[src/rtl/dis_pal_timing_if.sv]
// Pixel stream between the upstream source and the PAL raster sequencer.
// The source drives data/valid; the sequencer answers with ready.
interface dis_pal_timing_if #(
  parameter int unsigned DATA_WIDTH = 10
) ();
  logic [DATA_WIDTH-1:0] data;
  logic                  valid;
  logic                  ready;

  modport master (
    output data,
    output valid,
    input  ready
  );

  modport slave (
    input  data,
    input  valid,
    output ready
  );
endinterface

[src/rtl/dis_pal_timing.sv]
// PAL raster sequencer: walks a non-interlaced 312-line field, produces the
// sync/blank/pixel stream for the DAC level converter and pulls active pixels
// from an upstream valid/ready source, substituting black when it is late.
module dis_pal_timing #(
  parameter int unsigned DATA_WIDTH  = 10,
  parameter int unsigned CNT_WIDTH   = 10,
  parameter int unsigned H_TOTAL     = 864,
  parameter int unsigned H_SYNC      = 64,
  parameter int unsigned H_ACT_START = 144,
  parameter int unsigned H_ACTIVE    = 720,
  parameter int unsigned V_TOTAL     = 312,
  parameter int unsigned V_BROAD     = 3,
  parameter int unsigned V_EQ        = 3,
  parameter int unsigned V_ACT_START = 23,
  parameter int unsigned V_ACTIVE    = 280
) (
  input  logic                  clk,
  input  logic                  rst,
  input  logic                  en,
  dis_pal_timing_if.slave       din,
  output logic                  dout_sync_n,
  output logic                  dout_blank_n,
  output logic [DATA_WIDTH-1:0] dout_data,
  output logic                  dout_sof,
  output logic                  underflow,
  input  logic                  underflow_clr
);

  typedef logic [CNT_WIDTH-1:0] cnt_t;

  localparam int unsigned H_HALF = H_TOTAL / 2;

  // Raster boundaries pre-sized to the counter width.
  localparam cnt_t C_H_LAST      = cnt_t'(H_TOTAL - 1);
  localparam cnt_t C_V_LAST      = cnt_t'(V_TOTAL - 1);
  localparam cnt_t C_H_SYNC      = cnt_t'(H_SYNC);
  localparam cnt_t C_EQ_W        = cnt_t'(H_SYNC / 2);
  localparam cnt_t C_H_HALF      = cnt_t'(H_HALF);
  localparam cnt_t C_EQ_END1     = cnt_t'(H_HALF + H_SYNC / 2);
  localparam cnt_t C_BROAD_END0  = cnt_t'(H_HALF - H_SYNC);
  localparam cnt_t C_BROAD_END1  = cnt_t'(H_TOTAL - H_SYNC);
  localparam cnt_t C_V_BROAD     = cnt_t'(V_BROAD);
  localparam cnt_t C_V_EQ_END    = cnt_t'(V_BROAD + V_EQ);
  localparam cnt_t C_V_EQ_TAIL   = cnt_t'(V_TOTAL - V_EQ);
  localparam cnt_t C_V_ACT0      = cnt_t'(V_ACT_START);
  localparam cnt_t C_V_ACT1      = cnt_t'(V_ACT_START + V_ACTIVE);
  localparam cnt_t C_H_ACT0      = cnt_t'(H_ACT_START);
  localparam cnt_t C_H_ACT1      = cnt_t'(H_ACT_START + H_ACTIVE);

  typedef enum logic {
    S_IDLE,
    S_RUN
  } state_t;

  typedef enum logic [1:0] {
    LT_NORMAL,
    LT_EQ,
    LT_BROAD
  } line_t;

  state_t r_state;
  state_t w_state_nxt;
  cnt_t   r_h_cnt;
  cnt_t   r_v_cnt;
  logic   w_run;
  logic   w_h_last;
  logic   w_v_last;
  line_t  w_line;
  logic   w_sync_n;
  logic   w_active;

  assign w_h_last = (r_h_cnt == C_H_LAST);
  assign w_v_last = (r_v_cnt == C_V_LAST);

  // State register.
  always_ff @(posedge clk) begin
    if (rst) begin
      r_state <= S_IDLE;
    end else begin
      r_state <= w_state_nxt;
    end
  end

  // Next state: start on en, stop only after the last clock of a field.
  always_comb begin
    w_state_nxt = r_state;
    w_run       = 1'b0;
    case (r_state)
      S_IDLE: begin
        if (en) begin
          w_state_nxt = S_RUN;
        end
      end
      S_RUN: begin
        w_run = 1'b1;
        if (w_h_last && w_v_last && !en) begin
          w_state_nxt = S_IDLE;
        end
      end
      default: w_state_nxt = S_IDLE;
    endcase
  end

  // Horizontal/vertical raster counters; held at zero while idle.
  always_ff @(posedge clk) begin
    if (rst) begin
      r_h_cnt <= '0;
      r_v_cnt <= '0;
    end else if (w_run) begin
      if (w_h_last) begin
        r_h_cnt <= '0;
        r_v_cnt <= w_v_last ? '0 : r_v_cnt + cnt_t'(1);
      end else begin
        r_h_cnt <= r_h_cnt + cnt_t'(1);
      end
    end else begin
      r_h_cnt <= '0;
      r_v_cnt <= '0;
    end
  end

  // Line type from the vertical position.
  always_comb begin
    w_line = LT_NORMAL;
    if (r_v_cnt < C_V_BROAD) begin
      w_line = LT_BROAD;
    end else if ((r_v_cnt < C_V_EQ_END) || (r_v_cnt >= C_V_EQ_TAIL)) begin
      w_line = LT_EQ;
    end
  end

  // Sync pulse shape for the current line type.
  always_comb begin
    w_sync_n = 1'b1;
    case (w_line)
      LT_NORMAL: begin
        if (r_h_cnt < C_H_SYNC) begin
          w_sync_n = 1'b0;
        end
      end
      LT_EQ: begin
        if ((r_h_cnt < C_EQ_W) ||
            ((r_h_cnt >= C_H_HALF) && (r_h_cnt < C_EQ_END1))) begin
          w_sync_n = 1'b0;
        end
      end
      LT_BROAD: begin
        if ((r_h_cnt < C_BROAD_END0) ||
            ((r_h_cnt >= C_H_HALF) && (r_h_cnt < C_BROAD_END1))) begin
          w_sync_n = 1'b0;
        end
      end
      default: w_sync_n = 1'b1;
    endcase
  end

  // Active picture window; the source is asked for a pixel on every active
  // clock regardless of whether it has one.
  assign w_active = w_run &&
                    (r_v_cnt >= C_V_ACT0) && (r_v_cnt < C_V_ACT1) &&
                    (r_h_cnt >= C_H_ACT0) && (r_h_cnt < C_H_ACT1);

  assign din.ready = w_active;

  // Output registers: sync, blank and data leave mutually aligned.
  always_ff @(posedge clk) begin
    if (rst) begin
      dout_sync_n  <= 1'b1;
      dout_blank_n <= 1'b0;
      dout_data    <= '0;
      dout_sof     <= 1'b0;
    end else begin
      dout_sync_n  <= w_run ? w_sync_n : 1'b1;
      dout_blank_n <= w_active;
      dout_data    <= (w_active && din.valid) ? din.data : '0;
      dout_sof     <= w_run && (r_h_cnt == '0) && (r_v_cnt == '0);
    end
  end

  // Sticky underflow flag; a new miss outranks a simultaneous clear.
  always_ff @(posedge clk) begin
    if (rst) begin
      underflow <= 1'b0;
    end else if (w_active && !din.valid) begin
      underflow <= 1'b1;
    end else if (underflow_clr) begin
      underflow <= 1'b0;
    end
  end

endmodule

[src/flat_wrapper.sv]
// flat-port wrapper written by rule: the top's interface ports become plain ports
module dis_pal_timing_flat 
#(
  parameter int unsigned DATA_WIDTH  = 10,
  parameter int unsigned CNT_WIDTH   = 10,
  parameter int unsigned H_TOTAL     = 864,
  parameter int unsigned H_SYNC      = 64,
  parameter int unsigned H_ACT_START = 144,
  parameter int unsigned H_ACTIVE    = 720,
  parameter int unsigned V_TOTAL     = 312,
  parameter int unsigned V_BROAD     = 3,
  parameter int unsigned V_EQ        = 3,
  parameter int unsigned V_ACT_START = 23,
  parameter int unsigned V_ACTIVE    = 280
)
  (clk, rst, en, dout_sync_n, dout_blank_n, dout_data, dout_sof, underflow, underflow_clr, din_data, din_valid, din_ready);
  dis_pal_timing_if #(.DATA_WIDTH(DATA_WIDTH)) din_i ();
  input  logic clk;
  input  logic rst;
  input  logic en;
  output logic dout_sync_n;
  output logic dout_blank_n;
  output logic [DATA_WIDTH-1:0] dout_data;
  output logic dout_sof;
  output logic underflow;
  input  logic underflow_clr;
  input wire logic [$bits(din_i.data)-1:0] din_data;
  input wire logic [$bits(din_i.valid)-1:0] din_valid;
  output wire logic [$bits(din_i.ready)-1:0] din_ready;
  assign din_i.data = din_data;
  assign din_i.valid = din_valid;
  assign din_ready = din_i.ready;
  dis_pal_timing #(.DATA_WIDTH(DATA_WIDTH), .CNT_WIDTH(CNT_WIDTH), .H_TOTAL(H_TOTAL), .H_SYNC(H_SYNC), .H_ACT_START(H_ACT_START), .H_ACTIVE(H_ACTIVE), .V_TOTAL(V_TOTAL), .V_BROAD(V_BROAD), .V_EQ(V_EQ), .V_ACT_START(V_ACT_START), .V_ACTIVE(V_ACTIVE)) u_core (.clk(clk), .rst(rst), .en(en), .din(din_i), .dout_sync_n(dout_sync_n), .dout_blank_n(dout_blank_n), .dout_data(dout_data), .dout_sof(dout_sof), .underflow(underflow), .underflow_clr(underflow_clr));
endmodule
[config.mk]
export PLATFORM = sky130hd
export DESIGN_NAME = dis_pal_timing_flat
export DESIGN_NICKNAME = d
export VERILOG_FILES = /design/src/rtl/dis_pal_timing_if.sv /design/src/rtl/dis_pal_timing.sv /design/src/flat_wrapper.sv
export SDC_FILE = /design/constraint.sdc
export NUM_CORES = 1
export LEC_CHECK = 0
export CAP_MARGIN = 20
export CORE_ASPECT_RATIO = 0.7
export CORE_MARGIN = 2
export CORE_UTILIZATION = 50
export CTS_BUF_LIST = sky130_fd_sc_hd__clkbuf_2
export DETAILED_ROUTE_END_ITERATION = 16
export GPL_TIMING_DRIVEN = 0
export PLACE_DENSITY_LB_ADDON = 0.3
export SYNTH_ARGS = -nofsm -noshare
export SYNTH_HDL_FRONTEND = slang
export SYNTH_SLANG_ARGS = --single-unit
export TNS_END_PERCENT = 5
[constraint.sdc]
create_clock -name clk -period 5.4 [get_ports clk]
set_clock_uncertainty 0.2 [all_clocks]
set_input_delay 0.81 -clock clk [delete_from_list [all_inputs] [get_ports clk]]
set_output_delay 0.81 -clock clk [all_outputs]
set_load 0.05 [all_outputs]
==> qor.yml <==
status:
  status: "finished clean"
power_and_ir_drop:
  combPwrFrac_pct: 6.7
  p_seq_share_pct: 65.1
  intPower_uw: 307
  p_switching_uw: 96.9
  swShare_pct: 24.0
  power-per-cell-area_mw_per_mm2: 193
  power_frac_clock_pct: 28.2
  p_leak_uw: 0.000792
  peakVddDrop_mv: 0.135
finish:
  diodes: 0
  design_area_mm2: 0.00209
  layout_commonest_cell: "dfxtp_1"
  fillers: 282
  final_cell_mix: "35 x dfxtp_1, 29 x clkdlybuf4s50_1, 27 x nor2_1"
  syn_to_final_growth_pct: 22.7
  nets: 246
  final_layout_size_suffix_gt1_share_pct: 11.9
  postLayoutCoreUtil_pct: 65.2
yosys:
  synth_edf_count: 0
  syn_avg_cell_area_um2: 9.03
  yosysSeqAreaShare_pct: 41.1
  synthArstFlopShare_pct: 0
  yosys_warnings: 0
  synthCells: 189
  ys_ff_latch: 35
  syn_area_mm2: 0.00171
  ys_top_cells_by_area: "dfxtp_1 41%, nor2_1 5.9%, xnor2_1 4.6%, and2_1 4.4%, ha_1 4.4%"
  synth_top_area_cell: "dfxtp_1"
  synth_top_area_share_pct: 41.1
  synth_nets: 210
  synth_top_flop_cell: "dfxtp_1"
  synth_cell_type_count: 45
worst_setup_path:
  endpoint_kind: "primary output"
  path_max_fanout: 5
  crit_arrival_ns: 2.85
  crit_type: "flip-flop to primary output"
  cp.required_ns: 4.39
  worst_setup_path_start_kind: "flip-flop"
clock_tree:
  cts_buffer_depth: 2
  clk_pin_slew_ns: 0.17
  clk_latency_ns: 0.37
  cts_hold_buf: 0
  cts_tree: "yes"
  htree_num_levels: 2
  post_cts_buffers: 0
  cts_made_buffers: 5
  cts_resized: 0
  cts.sinks: 35
  cts_root_buffer: "clkbuf_2"
placement:
  dp_hpwl_mm: 2.49
  post_dp_cell_area_mm2: 0.00206
  portBuffers: 29
  gp_congestion: 0.775
drt:
  vias_per_cell: 4.96
  drc: 0
  ant_nets: 0
  finalWirelength_mm: 3.26
  detail_route.iter0.violations: 56
  via_count: 1354
  wl_per_cell_um: 12.0
  firstDrtPassIters: 5
die:
  die_width_um: 73.8
  core_area_mm2: 0.00321
  die_y_um: 52.9
  pin_count: 30
  dieArea_mm2: 0.00390
  rows: 17
  start_util_pct: 53.1
global_routing:
  grtUsageTotal_pct: 18.3
  antenna_found_initial: 0
  grt_pass1_vias: 1111
  grt_overflow: 0
  grt_max_degree: 11
  grt_pass1_wl_mm: 5.24
min_path:
  min_path_type: "flip-flop to flip-flop"
timing:
  fmax_mhz: 259
  final_max_slew_viol_count: 0
  period_needed_ns: 3.86
  slew_headroom_pct: 60.0
  fin_crit_sh_pct: 71.5
  rsz0062_at_grt: "no"
  final-setup-viol-count: 0
  hold_violations: 0
  worstMarginPinSlew_ns: 0.598
  setup_tns_ns: 0
job:
  cap_violations: 0
==> kinds of logic after synthesis <==
family                     synth area share [%]
AOI/OAI and AO/OA                          9.02
xor gates and xnor gates                   8.72
adders and majority gates                  4.40
buffers and inverters                      4.62
DFF                                        41.1
muxes                                     0.587
and+or+nand+nor                            31.6
==> cell type report <==
type / count / area [um2] / area share (%)
buffer: 9 / 52.6 / 2.51
timing repair buffer: 29 / 290 / 13.9
tap: 47 / 58.8 / 2.81
multi-input combinational: 138 / 927 / 44.3
inverter: 7 / 26.3 / 1.26
sequential: 35 / 701 / 33.5
clock buffer: 6 / 30.0 / 1.43
clock inverter: 2 / 7.51 / 0.359
==> cell usage after synthesis, drive strengths merged (2+ instances only) <==
cell	number
a21oi	4
and2	12
and3	3
and4	2
buf	7
clkbuf	2
dfxtp	35
ha	6
inv	7
nand2	19
nand2b	4
nand3	7
nand4	5
nor2	28
nor3	5
nor4	5
o21ai	3
o21bai	2
or3	3
xnor2	9
xor2	8
==> power groups by stage <==
stage	registers (uW)	logic (uW)	clock network, uW
after CTS	263	27.2	119
final	263	26.9	114
after floorplan	271	8.66	0
after global placement	268	26.8	0
after detailed placement	268	27.2	0
after global routing	263	29.4	129
==> path summary, 6_finish.rpt <==
kind	start	endpoint	slack (ns)	depth (start not counted)
worst max-delay path	u_core.r_v_cnt[0]	din_ready	1.54	7
worst min-delay path	u_core.r_h_cnt[0]	u_core.r_h_cnt[0]	0.30	1
worst max register to register	u_core.r_h_cnt[0]	u_core.r_v_cnt[3]	3.19	5
worst min register to register	u_core.r_h_cnt[0]	u_core.r_h_cnt[0]	0.30	1
==> critical path, cell delays in order, from the launching register on <==
cell             delay [ns]
dfxtp_1                0.45
ha_1                   0.25
and2_1                 0.16
o21ai_1                0.07
a32o_1                 0.27
or3_4                  0.42
inv_1                  0.07
clkdlybuf4s50_1        0.79
==> metrics by stage <==
step	instances	power [uW]	hold WS (ns)	setup WS (ns)
6_report	273	403	0.303	1.54
5_1_grt	273	421	0.323	1.41
4_1_cts	273	409	0.306	1.53
3_5_place_dp	265	295	0.267	1.99
3_3_place_gp	265	295	0.263	1.99
2_1_floorplan	189	280	0.241	2.64
==> routing by layer <==
metal  global-route usage, %  wire [um]
met1                    28.2       1810
met2                    22.0       1220
met4                    5.76         26
met5                       0          0
met3                    7.24        206
==> state kept, by name (all words and copies together) (netlist names) <==
name / flops
u_core.r_state: 1
u_core.underflow: 1
u_core.r_v_cnt: 10
u_core.dout_data: 10
u_core.dout_blank_n: 1
u_core.dout_sync_n: 1
u_core.r_h_cnt: 10
u_core.dout_sof: 1
No activity file was read; power rests on OpenSTA's default activity.
